File: src/rtl/ex_mdu_pkg.sv
// Shared types for the iterative multiply/divide unit: funct3 opcodes, FSM states
// and operand-signedness helpers.
package ex_mdu_pkg;

    typedef enum logic [2:0] {
        F3_MUL    = 3'b000,
        F3_MULH   = 3'b001,
        F3_MULHSU = 3'b010,
        F3_MULHU  = 3'b011,
        F3_DIV    = 3'b100,
        F3_DIVU   = 3'b101,
        F3_REM    = 3'b110,
        F3_REMU   = 3'b111
    } mdu_op_e;

    typedef enum logic [1:0] {
        MDU_IDLE = 2'd0,
        MDU_CALC = 2'd1,
        MDU_DONE = 2'd2
    } mdu_state_e;

    function automatic logic op1_signed(input mdu_op_e op);
        return (op == F3_MULH) || (op == F3_MULHSU) || (op == F3_DIV) || (op == F3_REM);
    endfunction

    function automatic logic op2_signed(input mdu_op_e op);
        return (op == F3_MULH) || (op == F3_DIV) || (op == F3_REM);
    endfunction

    function automatic logic is_div(input mdu_op_e op);
        return op[2];
    endfunction

endpackage

File: src/rtl/ex_mdu_sign_fix.sv
// Conditional two's-complement negate: gives |x| when neg is the sign bit,
// and re-applies the result sign at completion.
module ex_mdu_sign_fix #(
    parameter int W = 32
) (
    input  logic [W-1:0] val,
    input  logic         neg,
    output logic [W-1:0] res
);

    assign res = neg ? (~val + W'(1)) : val;

endmodule

File: src/rtl/ex_mdu.sv
// Iterative RV32M/RV64M multiply/divide unit (shift-add multiply, restoring divide).
// Optional MDU_FAST_MUL_EN: multiplies complete in one cycle through a full-width multiplier.
module ex_mdu
    import ex_mdu_pkg::*;
#(
    parameter int XLEN  = 32,
    parameter int CNT_W = $clog2(XLEN)
) (
    input  logic            clk,
    input  logic            rst,
    input  logic            valid_i,
    input  logic [2:0]      f3_i,
    input  logic [XLEN-1:0] op1_i,
    input  logic [XLEN-1:0] op2_i,
    input  logic [4:0]      rd_i,
    input  logic            flush_i,
    output logic            ready_o,
    output logic            busy_o,
    output logic            done_o,
    output logic [XLEN-1:0] result_o,
    output logic [4:0]      rd_o
);

    localparam logic [XLEN-1:0] MIN_VAL = {1'b1, {(XLEN-1){1'b0}}};

    mdu_state_e        state;
    mdu_op_e           op_in;
    mdu_op_e           op_q;
    logic [4:0]        rd_q;
    logic [CNT_W-1:0]  cnt;
    logic              s1;
    logic              s2;
    logic [XLEN-1:0]   a_abs;
    logic [XLEN-1:0]   b_abs;
    logic [2*XLEN-1:0] prod;
    logic [2*XLEN-1:0] step_next;
    logic [2*XLEN-1:0] prod_fix;
    logic [XLEN:0]     mul_sum;
    logic [XLEN:0]     div_diff;
    logic [XLEN-1:0]   quo_fix;
    logic [XLEN-1:0]   rem_fix;
    logic [XLEN-1:0]   final_res;
    logic [XLEN-1:0]   op1_abs;
    logic [XLEN-1:0]   op2_abs;
    logic [XLEN-1:0]   fast_res;
    logic              in_s1;
    logic              in_s2;
    logic              div_zero;
    logic              div_ovf;
    logic              fast_hit;

    assign op_in   = mdu_op_e'(f3_i);
    assign in_s1   = op1_signed(op_in) & op1_i[XLEN-1];
    assign in_s2   = op2_signed(op_in) & op2_i[XLEN-1];
    assign busy_o  = (state == MDU_CALC);
    assign ready_o = (state == MDU_IDLE) || (state == MDU_DONE);

    ex_mdu_sign_fix #(.W(XLEN))   u_abs1    (.val(op1_i), .neg(in_s1), .res(op1_abs));
    ex_mdu_sign_fix #(.W(XLEN))   u_abs2    (.val(op2_i), .neg(in_s2), .res(op2_abs));
    ex_mdu_sign_fix #(.W(2*XLEN)) u_fix_prd (.val(step_next), .neg(s1 ^ s2), .res(prod_fix));
    ex_mdu_sign_fix #(.W(XLEN))   u_fix_quo (.val(step_next[XLEN-1:0]), .neg(s1 ^ s2), .res(quo_fix));
    ex_mdu_sign_fix #(.W(XLEN))   u_fix_rem (.val(step_next[2*XLEN-1:XLEN]), .neg(s1), .res(rem_fix));

`ifdef MDU_FAST_MUL_EN
    logic [2*XLEN:0] mul_full;
    assign mul_full = {{(XLEN+1){in_s1}}, op1_i} * {{(XLEN+1){in_s2}}, op2_i};
`endif

    // Requests that never need the iterative datapath, resolved at accept time.
    always_comb begin
        div_zero = is_div(op_in) && (op2_i == '0);
        div_ovf  = ((op_in == F3_DIV) || (op_in == F3_REM)) && (op1_i == MIN_VAL) && (op2_i == '1);
        fast_hit = div_zero || div_ovf;
        fast_res = '0;
        if (div_zero)
            fast_res = op_in[1] ? op1_i : '1;
        else if (div_ovf)
            fast_res = op_in[1] ? '0 : MIN_VAL;
`ifdef MDU_FAST_MUL_EN
        if (!is_div(op_in)) begin
            fast_hit = 1'b1;
            fast_res = (op_in == F3_MUL) ? mul_full[XLEN-1:0] : mul_full[2*XLEN-1:XLEN];
        end
`endif
    end

    // prod holds {partial product, multiplier} or {partial remainder, dividend/quotient}.
    always_comb begin
        mul_sum  = {1'b0, prod[2*XLEN-1:XLEN]} + (prod[0] ? {1'b0, a_abs} : '0);
        div_diff = prod[2*XLEN-1:XLEN-1] - {1'b0, b_abs};
        if (is_div(op_q))
            step_next = div_diff[XLEN] ? {prod[2*XLEN-2:0], 1'b0}
                                       : {div_diff[XLEN-1:0], prod[XLEN-2:0], 1'b1};
        else
            step_next = {mul_sum, prod[XLEN-1:1]};
    end

    always_comb begin
        case (op_q)
            F3_MUL:                         final_res = prod_fix[XLEN-1:0];
            F3_MULH, F3_MULHSU, F3_MULHU:   final_res = prod_fix[2*XLEN-1:XLEN];
            F3_DIV, F3_DIVU:                final_res = quo_fix;
            default:                        final_res = rem_fix;
        endcase
    end

    always_ff @(posedge clk) begin
        if (rst) begin
            state    <= MDU_IDLE;
            result_o <= '0;
            rd_o     <= '0;
            done_o   <= 1'b0;
            cnt      <= '0;
            op_q     <= F3_MUL;
            rd_q     <= '0;
            s1       <= 1'b0;
            s2       <= 1'b0;
            a_abs    <= '0;
            b_abs    <= '0;
            prod     <= '0;
        end else if (flush_i) begin
            state  <= MDU_IDLE;
            done_o <= 1'b0;
            cnt    <= '0;
        end else begin
            done_o <= 1'b0;
            case (state)
                MDU_IDLE, MDU_DONE: begin
                    if (valid_i) begin
                        op_q  <= op_in;
                        rd_q  <= rd_i;
                        s1    <= in_s1;
                        s2    <= in_s2;
                        a_abs <= op1_abs;
                        b_abs <= op2_abs;
                        cnt   <= '0;
                        prod  <= {{XLEN{1'b0}}, is_div(op_in) ? op1_abs : op2_abs};
                        if (fast_hit) begin
                            result_o <= fast_res;
                            rd_o     <= rd_i;
                            done_o   <= 1'b1;
                            state    <= MDU_DONE;
                        end else begin
                            state <= MDU_CALC;
                        end
                    end else begin
                        state <= MDU_IDLE;
                    end
                end
                MDU_CALC: begin
                    prod <= step_next;
                    cnt  <= cnt + CNT_W'(1);
                    if (cnt == CNT_W'(XLEN-1)) begin
                        result_o <= final_res;
                        rd_o     <= rd_q;
                        done_o   <= 1'b1;
                        cnt      <= '0;
                        state    <= MDU_DONE;
                    end
                end
                default: state <= MDU_IDLE;
            endcase
        end
    end

endmodule

File: config.mk
export PLATFORM = sky130hd
export DESIGN_NAME = ex_mdu
export DESIGN_NICKNAME = d
export VERILOG_FILES = /design/src/rtl/ex_mdu_pkg.sv /design/src/rtl/ex_mdu_sign_fix.sv /design/src/rtl/ex_mdu.sv
export SDC_FILE = /design/constraint.sdc
export NUM_CORES = 1
export LEC_CHECK = 0
export CAP_MARGIN = 25
export CELL_PAD_IN_SITES_DETAIL_PLACEMENT = 0
export CELL_PAD_IN_SITES_GLOBAL_PLACEMENT = 2
export CORE_UTILIZATION = 32
export CTS_CLUSTER_DIAMETER = 50
export CTS_CLUSTER_SIZE = 28
export DETAILED_ROUTE_END_ITERATION = 16
export GPL_ROUTABILITY_DRIVEN = 1
export MAX_ROUTING_LAYER = met4
export PLACE_DENSITY_LB_ADDON = 0.3
export SYNTH_ARGS = -nofsm -noshare
export SYNTH_HDL_FRONTEND = slang
export SYNTH_SLANG_ARGS = --single-unit
File: constraint.sdc
create_clock -name clk -period 5.7 [get_ports clk]
set_input_delay 1.14 -clock clk [delete_from_list [all_inputs] [get_ports clk]]
set_output_delay 1.14 -clock clk [all_outputs]
set_load 0.005 [all_outputs]
# [Word-level counts from Yosys, hierarchy flattened]
# Index checks and enable logic that the tools add are counted.
[classes] reduce_logical=23 eq_ne=17 add_sub_neg=8 n_bitwise=9 n_mux=35
[op_table] op="2-to-1 mux 32 bit" count=13
[op_table] op="2-to-1 mux 64 bit" count=4
[op_table] op="adder 32 x 1 -> 32 bit, second input constant" count=4
[op_table] op="inverter 32 bit" count=4
[op_table] op="one-hot mux 64 bit (2 select lines)" count=1
[op_table] op="one-hot mux 32 bit (3 select lines)" count=1
[op_table] op="adder 64 x 1 -> 64 bit, second input constant" count=1
[op_table] op="equality test 32 bit, second input constant" count=2
[op_table] op="inverter 64 bit" count=1
[op_table] op="one-hot mux 32 bit (2 select lines)" count=1
[op_table] op="adder 32 x 32 -> 33 bit" count=1
[op_table] op="subtractor 33 x 32 -> 33 bit" count=1
[op_table] op="logical NOT 32 bit" count=1
[op_table] op="2-to-1 mux 5 bit" count=5
[op_table] op="one-hot mux 5 bit (2 select lines)" count=2
[op_table] op="equality test 3 bit, second input constant" count=4
[op_table] op="equality test 3 x 2 -> 1 bit, second input constant" count=3
[op_table] op="logical OR 1 bit" count=8
[op_table] op="equality test 3 x 1 -> 1 bit, second input constant" count=2
[op_table] op="2-to-1 mux 2 bit" count=3
[op_table] op="AND reduction 3 bit" count=2
[op_table] op="OR reduction 2 bit" count=3
[op_table] op="adder 5 x 1 -> 5 bit, second input constant" count=1
[op_table] op="equality test 5 bit, second input constant" count=1
[op_table] op="other kinds (17)" count=23
[word_totals] regBits=183 inputBits=76 wordCells=104 out_inout_bits=40

# [Longest topological paths before layout]
[logic_depth] ltp_word=9 depth_mapped=24 mapped_depth_nobuf=23

# [By module]
# Synthesis repeated with hierarchy kept, for this count alone.
[hier_totals] cells_unflattened=2379 area_unflattened_um2=17865.9
[modules_own_cells] mod="ex_mdu" area_per_inst_um2=13108.8 n_inst=1 cells_per_inst=1777 seq_area_each_um2=3663.5
[modules_own_cells] mod="ex_mdu_sign_fix at u_abs1 ..." area_per_inst_um2=777.0 n_inst=4 cells_per_inst=99 seq_area_each_um2=0.0
[modules_own_cells] mod="ex_mdu_sign_fix at u_fix_prd" area_per_inst_um2=1649.1 n_inst=1 cells_per_inst=206 seq_area_each_um2=0.0

# [Worst setup path before layout]
# OpenSTA, ideal clock, no wires.
[synth_path] path_type="flip-flop to flip-flop" from="register op_q[2]" to="register result_o[24]" path_buffers=10 stages_incl_launch_ff=22 t_arrival_ns=5.446 synth_period_minus_slack_ns=5.516 required_ns=5.630 setup_time_ns=0.070 path_slack_ns=0.184 path_cell_list="dfxtp_1 -> buf_2 -> buf_2 -> buf_2 -> buf_2 -> buf_2 -> buf_2 -> buf_2 -> buf_2 -> buf_2 -> buf_2 -> mux2i_1 -> ha_1 -> o21a_1 -> nand3_1 -> o31ai_1 -> nand4_1 -> or3_1 -> o41ai_1 -> xor2_1 -> a311o_1 -> a21oi_1"
[synth_via] elab_chain_len=7 elab_cells_between_ends=21 cone_classes="3 x add/sub; 5 x eq/ne; 7 x mux; 3 x bitwise; 3 x reduce/logical"
[synth_rtl] item="start, declared" line_no="ex_mdu.sv:28" rtl="mdu_op_e op_q;"
[synth_rtl] item="start signal, assigned" line_no="ex_mdu.sv:130" rtl="op_q <= op_in;"
[synth_rtl] item="2-to-1 mux 64 bit" line_no="ex_mdu.sv:91" rtl="if (is_div(op_q))"
[synth_rtl] item="inverter 64 bit / inverter 32 bit (equally long branches)" line_no="ex_mdu_sign_fix.sv:11" rtl="assign res = neg ? (~val + W'(1)) : val;"
[synth_rtl] item="adder 64 x 1 -> 64 bit / adder 32 x 1 -> 32 bit (equally long branches)" line_no="ex_mdu_sign_fix.sv:11"
[synth_rtl] item="2-to-1 mux 64 bit / 2-to-1 mux 32 bit (equally long branches)" line_no="ex_mdu_sign_fix.sv:11"
[synth_rtl] item="one-hot mux 32 bit (3 select lines) (*)" line_no="ex_mdu.sv:99" rtl="case (op_q)"
[synth_rtl] item="2-to-1 mux 32 bit (*)" line_no="ex_mdu.sv:153" rtl="if (cnt == CNT_W'(XLEN-1)) begin"
[synth_rtl] item="one-hot mux 32 bit (2 select lines) (*)" line_no="ex_mdu.sv:127" rtl="case (state)"
[synth_rtl] item="end signal, assigned" line_no="ex_mdu.sv:139" rtl="result_o <= fast_res;"
[synth_rtl] item="end signal, assigned" line_no="ex_mdu.sv:154" rtl="result_o <= final_res;"
[synth_rtl] item="end, declared" line_no="ex_mdu.sv:20" rtl="output logic [XLEN-1:0] result_o,"
# Mark *: on every way between the ends. The rest lies on a longest branch, timed or not. The select of a mux whose other input is x is not followed.
# A chain may end at the register's enable or synchronous reset.

# [Worst setup path in the final report]
[layout_path] from="register prod[48]" to="register result_o[24]"
[layout_via] elab_chain_len=9 elab_cells_between_ends=16 cone_classes="5 x add/sub; 8 x mux; 3 x bitwise"
[layout_rtl] item="start, declared" line_no="ex_mdu.sv:35" rtl="logic [2*XLEN-1:0] prod;"
[layout_rtl] item="start signal, assigned" line_no="ex_mdu.sv:137" rtl="prod <= {{XLEN{1'b0}}, is_div(op_in) ? op1_abs : op2_abs};"
[layout_rtl] item="start signal, assigned" line_no="ex_mdu.sv:151" rtl="prod <= step_next;"
[layout_rtl] item="subtractor 33 x 32 -> 33 bit" line_no="ex_mdu.sv:90" rtl="div_diff = prod[2*XLEN-1:XLEN-1] - {1'b0, b_abs};"
[layout_rtl] item="2-to-1 mux 64 bit" line_no="ex_mdu.sv:92" rtl="step_next = div_diff[XLEN] ? {prod[2*XLEN-2:0], 1'b0}"
[layout_rtl] item="2-to-1 mux 64 bit (*)" line_no="ex_mdu.sv:91"
[layout_rtl] item="inverter 64 bit / inverter 32 bit (equally long branches)" line_no="ex_mdu_sign_fix.sv:11"
[layout_rtl] item="adder 64 x 1 -> 64 bit / adder 32 x 1 -> 32 bit (equally long branches)" line_no="ex_mdu_sign_fix.sv:11"
[layout_rtl] item="2-to-1 mux 64 bit / 2-to-1 mux 32 bit (equally long branches)" line_no="ex_mdu_sign_fix.sv:11"
[layout_rtl] item="one-hot mux 32 bit (3 select lines) (*)" line_no="ex_mdu.sv:99"
[layout_rtl] item="2-to-1 mux 32 bit (*)" line_no="ex_mdu.sv:153"
[layout_rtl] item="one-hot mux 32 bit (2 select lines) (*)" line_no="ex_mdu.sv:127"
# Marked as above.

==> flow_metrics.py <==
metrics = {
    "sta": {
        "period_minus_slack_ns": 5.38,
        "maxSlewViolCount": 0,
        "skew_ns": 0.0137,
        "rsz0062_at_grt": "no",
        "finalSetupViolations": 0,
        "whs_ns": 0.460,
        "slew_headroom_pct": 31.6,
        "fmax_mhz": 186,
        "finalCritPeriodShare_pct": 94.4,
        "worstMarginPinSlew_ns": 1.02,
        "tns_ns": 0,
        "final_hold_viol_count": 0,
    },
    "cts": {
        "cts_sinks": 183,
        "clk_path_buf_depth": 2,
        "root_buffer": "clkbuf_16",
        "cts_buffers": 17,
        "cts_hold_buf": 0,
        "cts_tree": "done",
        "path_clk_slew_ns": 0.08,
        "htree_levels": 4,
        "insertion_delay_ns": 0.51,
    },
    "worst_hold_path": {
        "hold_path_depth": 2,
        "hp-start": "rd_q[1]$_SDFFE_PP0P_",
        "hold_class": "flip-flop to flip-flop",
    },
    "floorplanning": {
        "die_area_um2": 54500,
        "dieHeight_um": 233,
        "start_util_pct": 32.5,
        "io_pins": 116,
        "num_rows": 84,
        "die_w_um": 233,
        "core_um2": 52800,
    },
    "power_and_ir_drop": {
        "peakVddDrop_v": 0.000173,
        "p_per_area_nw_per_um2": 202,
        "leakagePower_nw": 7.34,
    },
    "grt": {
        "grt_remaining_overflow": 0,
        "grt.total_usage_pct": 33.1,
        "grt_pass1_vias": 18063,
        "antenna_found_initial": 5,
        "grt_pass1_wl_um": 126000,
        "grt_max_degree": 99,
    },
    "yosys": {
        "synthFlopType": "dfxtp_1",
        "yosys.area_share.xor_xnor_pct": 8.53,
        "ys_ff_latch": 183,
        "synth.distinct_cells": 97,
        "synth_nets": 2572,
        "avgSynthCellArea_um2": 7.07,
        "synth_top_family_by_area": "compound AO/OA/AOI/OAI gates",
        "synth.most_common_cell": "nor2_1",
        "yosysSeqAreaShare_pct": 21.4,
        "netlist_top_cells_count": "339 x nor2_1, 233 x nand2_1, 183 x dfxtp_1",
        "synth_cells": 2423,
        "synth_area_leader_cell": "dfxtp_1",
        "yosys_warnings": 0,
        "synth-simple-area-share_pct": 25.4,
        "yosys-top-cells-area": "dfxtp_1 21%, nor2_1 7.4%, ha_1 5.2%",
        "ys_async_sr_fraction_pct": 0,
        "synth.top_cell.area_share_pct": 21.4,
        "synthAdderAreaFrac_pct": 5.42,
        "synth_edf_count": 0,
        "synth_compound_area_share_pct": 30.6,
        "netlist_area_um2": 17100,
        "synth_mux_area_share_pct": 3.42,
    },
    "setup_path": {
        "cp_top_family": "compound AO/OA/AOI/OAI gates",
        "slowest_stage": "dfxtp_1",
        "critical_path_class": "flip-flop to flip-flop",
        "worst-path-buf-inv": 1,
        "end_kind": "flip-flop",
        "timing.rr.start": "prod[48]$_SDFFE_PP0P_",
        "cp_data_required_time_ns": 6.14,
        "cp.depth": 19,
        "reg2regPathDepth": 19,
        "cpPeakStageDelay_ns": 0.47,
        "critical_path_peak_fanout": 10,
        "startpoint_type": "flip-flop",
        "cp.arrival_ns": 5.82,
        "crit_chain": "ha_1 > a21oi_2 > o21ai_1 > a41o_1 > a311o_1 > o31ai_2 > nor2_1 > a21oi_1 > ha_1 > o21a_1 > nand3_1 > o31ai_2 > nand4_1 > buf_4 > or3_1 > o41ai_1 > xor2_1 > a311o_1 > a21oi_1",
        "startpoint": "prod[48]$_SDFFE_PP0P_",
    },
    "place": {
        "gp_congestion": 1.03,
        "hpwlAfterDp_um": 70100,
        "portBuffers": 115,
    },
    "routing": {
        "wl_um": 87500,
        "first_iter_violations": 2237,
        "wl_per_cell_um": 27.3,
        "viasPerCell": 6.05,
        "ant_nets": 0,
        "drt_first_pass_iters": 6,
        "drcViolationCount": 0,
        "num_vias": 19386,
    },
    "layout": {
        "utilization_pct": 37.9,
        "drive_gt1_share_pct": 8.00,
        "final_nets": 2648,
        "area_growth_pct": 16.6,
        "nFillCells": 5714,
    },
    "run_status": {
        "outcome": "finished clean",
    },
    "flow_run": {
        "drv_cap": 0,
    },
}
## flip-flops by register name (all words and copies together) (netlist names), 2 cells and up
signal,count
op_q,3
a_abs,32
rd_q,5
b_abs,32
rd_o,5
state,2
prod,64
cnt,5
result_o,32
## stage by stage
step,worst slack [ns],cells,total power [mW],instance area [um^2]
global route,0.0191,3201,4.20,20000
detailed placement,0.286,3167,2.76,19300
global placement,0.288,3167,2.76,19300
finish,0.320,3202,4.03,20000
floorplan,0.184,2423,2.19,17100
CTS,0.349,3199,4.02,19900
## tightest hold or removal path, cell delays in order (launching register included)
cell and delay (ns):
dfxtp_1 0.31, nand2_1 0.05, a21oi_1 0.05
## cell families after synthesis
group           count (synthesis)
simple gates                  929
compound gates                783
buf+inv                       230
flops                         183
xor+xnor                      167
fa+ha+maj                      73
mux                            58
## placed cells by master (no fill, tap or decap), types with 16 or more instances in the layout
cell type / count
nor2_1: 336
nand2_1: 233
dfxtp_1: 182
a21oi_1: 175
o21ai_0: 163
clkdlybuf4s50_1: 113
buf_4: 97
a211oi_1: 96
xnor2_1: 96
inv_1: 72
ha_1: 71
xor2_1: 69
nor3_1: 66
o211ai_1: 64
mux2i_1: 54
nand3_1: 54
and2_1: 49
a22oi_1: 32
a31oi_1: 31
nand4_1: 28
or3_1: 24
and3_1: 22
o31ai_1: 22
a311oi_1: 21
nor4_1: 20
a21o_1: 19
clkbuf_16: 17
nor2b_1: 16
## cell type report
class	instances	area [um^2]	share of cell area, %
multi-input combinational	2010	12700	63.4
clock inverter	15	156	0.783
sequential	183	3670	18.4
timing repair buffer	214	1920	9.62
inverter	73	274	1.37
tap	688	861	4.31
clock buffer	17	425	2.13
antenna	2	5.00	0.0250
## what timing repair did
item	in CTS	in global routing
endpoints found under the setup margin	0	3
gates resized for setup	0	3
buffers inserted	0	0
## metal layers
layer  wire, um  GRT usage (%)
met3       5450           4.47
met1      39800           44.5
met4       4310           15.8
met2      37900           48.5
met5          0              -
## power by group
group / total, mW / internal, mW / switching [mW]
registers: 1.40 / 1.34 / 0.0599
logic: 1.37 / 0.458 / 0.908
clock network: 1.26 / 0.619 / 0.645
## worst paths after layout
kind / to / slack [ns]
setup reg to reg: result_o[24]$_SDFFE_PP0P_ / 0.32
hold / removal: rd_q[1]$_SDFFE_PP0P_ / 0.46
setup / recovery: result_o[24]$_SDFFE_PP0P_ / 0.32
hold reg to reg: rd_q[1]$_SDFFE_PP0P_ / 0.46
Power figures use the tool's default switching activity.
==> variant: new RTL, same flow settings <==
`XLEN`: 32 -> 16.
--- a/src/rtl/ex_mdu.sv
+++ b/src/rtl/ex_mdu.sv
@@ -4,5 +4,5 @@
     import ex_mdu_pkg::*;
 #(
-    parameter int XLEN  = 32,
+    parameter int XLEN  = 16,
     parameter int CNT_W = $clog2(XLEN)
 ) (
Ports: changed (resized op1_i, op2_i and result_o); port bits go from 116 to 68. No check against the original RTL was run, so the function may have changed too.
==> variant against the unedited design <==
  * Via count shrank 53%
  * Critical path type unchanged
  * Core utilization hardly changed
  * Power fell by 49%
  * Synthesized area decreased by 49%
  * Worst setup slack gained 0.16 ns
  * Maximum frequency is 3.1% higher
  * Critical endpoint is now result_o[8]
  * Largest power group unchanged
  * Routed wire length fell by 59%
  * Cell area shrank 49%
  * Sequential cell count shrank 81
  * Hold slack lost 0.0017 ns
  * Highest routed layer unchanged
==> variant: results (changes against the unedited design) <==
outcome: "complete, no violations"  # unchanged
whs_endpoint: "rd_q[0]"  # was rd_q[1]
crit_path_top_delay_cell: "sky130_fd_sc_hd__a211o_2"  # was sky130_fd_sc_hd__dfxtp_1
timing.rr.end: "result_o[8]"  # was result_o[24]
peakVddDrop_v: 0.000130  # was 0.000173 V
max_slew_margin: 0.331  # was 0.316
gp_routability_congestion: 0.892  # was 1.03
clk-insertion-delay-late_ns: 0.37  # was 0.51 ns
first_pass_grt_wire_length_mm: 53.8  # was 126 mm
reg2reg_from: "b_abs[9]"  # was prod[48]
delay_of_the_slowest_cell_on_the_worst_path_ns: 0.43  # was 0.47 ns
first_pass_iteration_count_of_the_detailed_router: 7  # was 6
grt_max_degree: 58  # was 99
met2WireLength_mm: 15.7  # was 37.9 mm
worst_clock_skew_ns: 0.0152  # was 0.0137 ns
worst-endpoint-arrival_ns: 5.44  # was 5.82 ns
grt_pass1_vias: 8353  # was 18,100
groute.layer.met2.usage: 0.390  # was 0.485
yosysUniqueCellTypes: 89  # was 97
gr-usage-met3: 0.0331  # was 0.0447
ff2ff_setup_slack_ns: 0.48  # was 0.32 ns
synth_fp_nets: 1262  # was 2,572
drive_above_1_share: 0.0831  # was 0.0800
met1_usage: 0.368  # was 0.445
hpwlAfterDp_mm: 27.7  # was 70.1 mm
dr.first_iter.drc_count: 757  # was 2,237
cts_max_level: 3  # was 4
wl_mm: 35.8  # was 87.5 mm
detailroute.wirelength.met3_mm: 1.97  # was 5.45 mm
worst_r2r_path_depth: 22  # was 19
grt_antenna_before_repair: 0  # was 5
synth_common_cells: "sky130_fd_sc_hd__nor2_1 (143), sky130_fd_sc_hd__nand2_1 (104), sky130_fd_sc_hd__dfxtp_1 (102)"  # was sky130_fd_sc_hd__nor2_1 (339), sky130_fd_sc_hd__nand2_1 (233), sky130_fd_sc_hd__dfxtp_1 (183)
netlist_top_cells_area: "sky130_fd_sc_hd__dfxtp_1 (23%), sky130_fd_sc_hd__nor2_1 (6.1%), sky130_fd_sc_hd__ha_1 (5.4%)"  # was sky130_fd_sc_hd__dfxtp_1 (21%), sky130_fd_sc_hd__nor2_1 (7.4%), sky130_fd_sc_hd__ha_1 (5.2%)
synth_seq_area_share: 0.232  # was 0.214
diodes: 0  # was 2
cts_buffers: 9  # was 17
port_buffers: 67  # was 115
hold-worst-slack_ns: 0.459  # was 0.460 ns
timing.hold.worst.start: "rd_q[0]"  # was rd_q[1]
groute.usage.overall: 0.261  # was 0.331
cell_family_with_most_cp_delay: "compound AO/OA/AOI/OAI gates"  # unchanged
largest_reg_flops: 32  # was 64
power.static_leakage_nw: 3.69  # was 7.34 nW
min_path_type: "reg -> reg"  # unchanged
routed_via_density: 5.79  # was 6.05
critical_path.max_fanout: 8  # was 10
[variant: cell families after synthesis]
family | after synthesis | share of synthesized area
buffers and inverters | 110 | 0.0485
muxes | 44 | 0.0503
DFF | 102 | 0.232
xor gates and xnor gates | 84 | 0.0836
AOI/OAI and AO/OA | 372 | 0.296
adders and majority gates | 40 | 0.0586
and+or+nand+nor | 426 | 0.231
[variant: cell type report]
class | instances | area [µm²]
timing repair buffer | 105 | 951
clock inverter | 7 | 63.8
sequential | 102 | 2040
inverter | 38 | 143
tap | 341 | 427
clock buffer | 9 | 225
multi-input combinational | 966 | 6360
fill | 2867 | 16700
[variant: timing repair]
item	CTS	global route
endpoints found under the hold margin	0	0
buffers inserted	0	1
hold buffers	0	0
setup endpoints to repair	0	1
[variant: metrics by stage]
step / cell area (µm²) / setup slack (ns) / std cells
CTS: 10200 / 0.544 / 1566
global route: 10200 / -0.0123 / 1568
global placement: 9910 / 0.780 / 1550
detailed placement: 9910 / 0.604 / 1550
floorplan: 8800 / 0.969 / 1178
finish: 10200 / 0.483 / 1568
[variant: how the worst max path moves through the flow]
stage / startpoint / end / slack (ns) / cells after the start
2_1_floorplan: prod[15] / result_o[8] / 0.97 / 24
3_3_place_gp: b_abs[9] / result_o[8] / 0.78 / 22
3_5_place_dp: b_abs[11] / result_o[8] / 0.60 / 22
4_1_cts: b_abs[11] / result_o[8] / 0.54 / 22
5_1_grt: b_abs[9] / result_o[8] / -0.01 / 22
6_report: b_abs[9] / result_o[8] / 0.48 / 22
[variant: power by group]
| group | internal [mW] | switching [mW] | total [mW] |
|---|---|---|---|
| clock | 0.309 | 0.338 | 0.647 |
| sequential | 0.744 | 0.0332 | 0.777 |
| combinational | 0.226 | 0.401 | 0.626 |
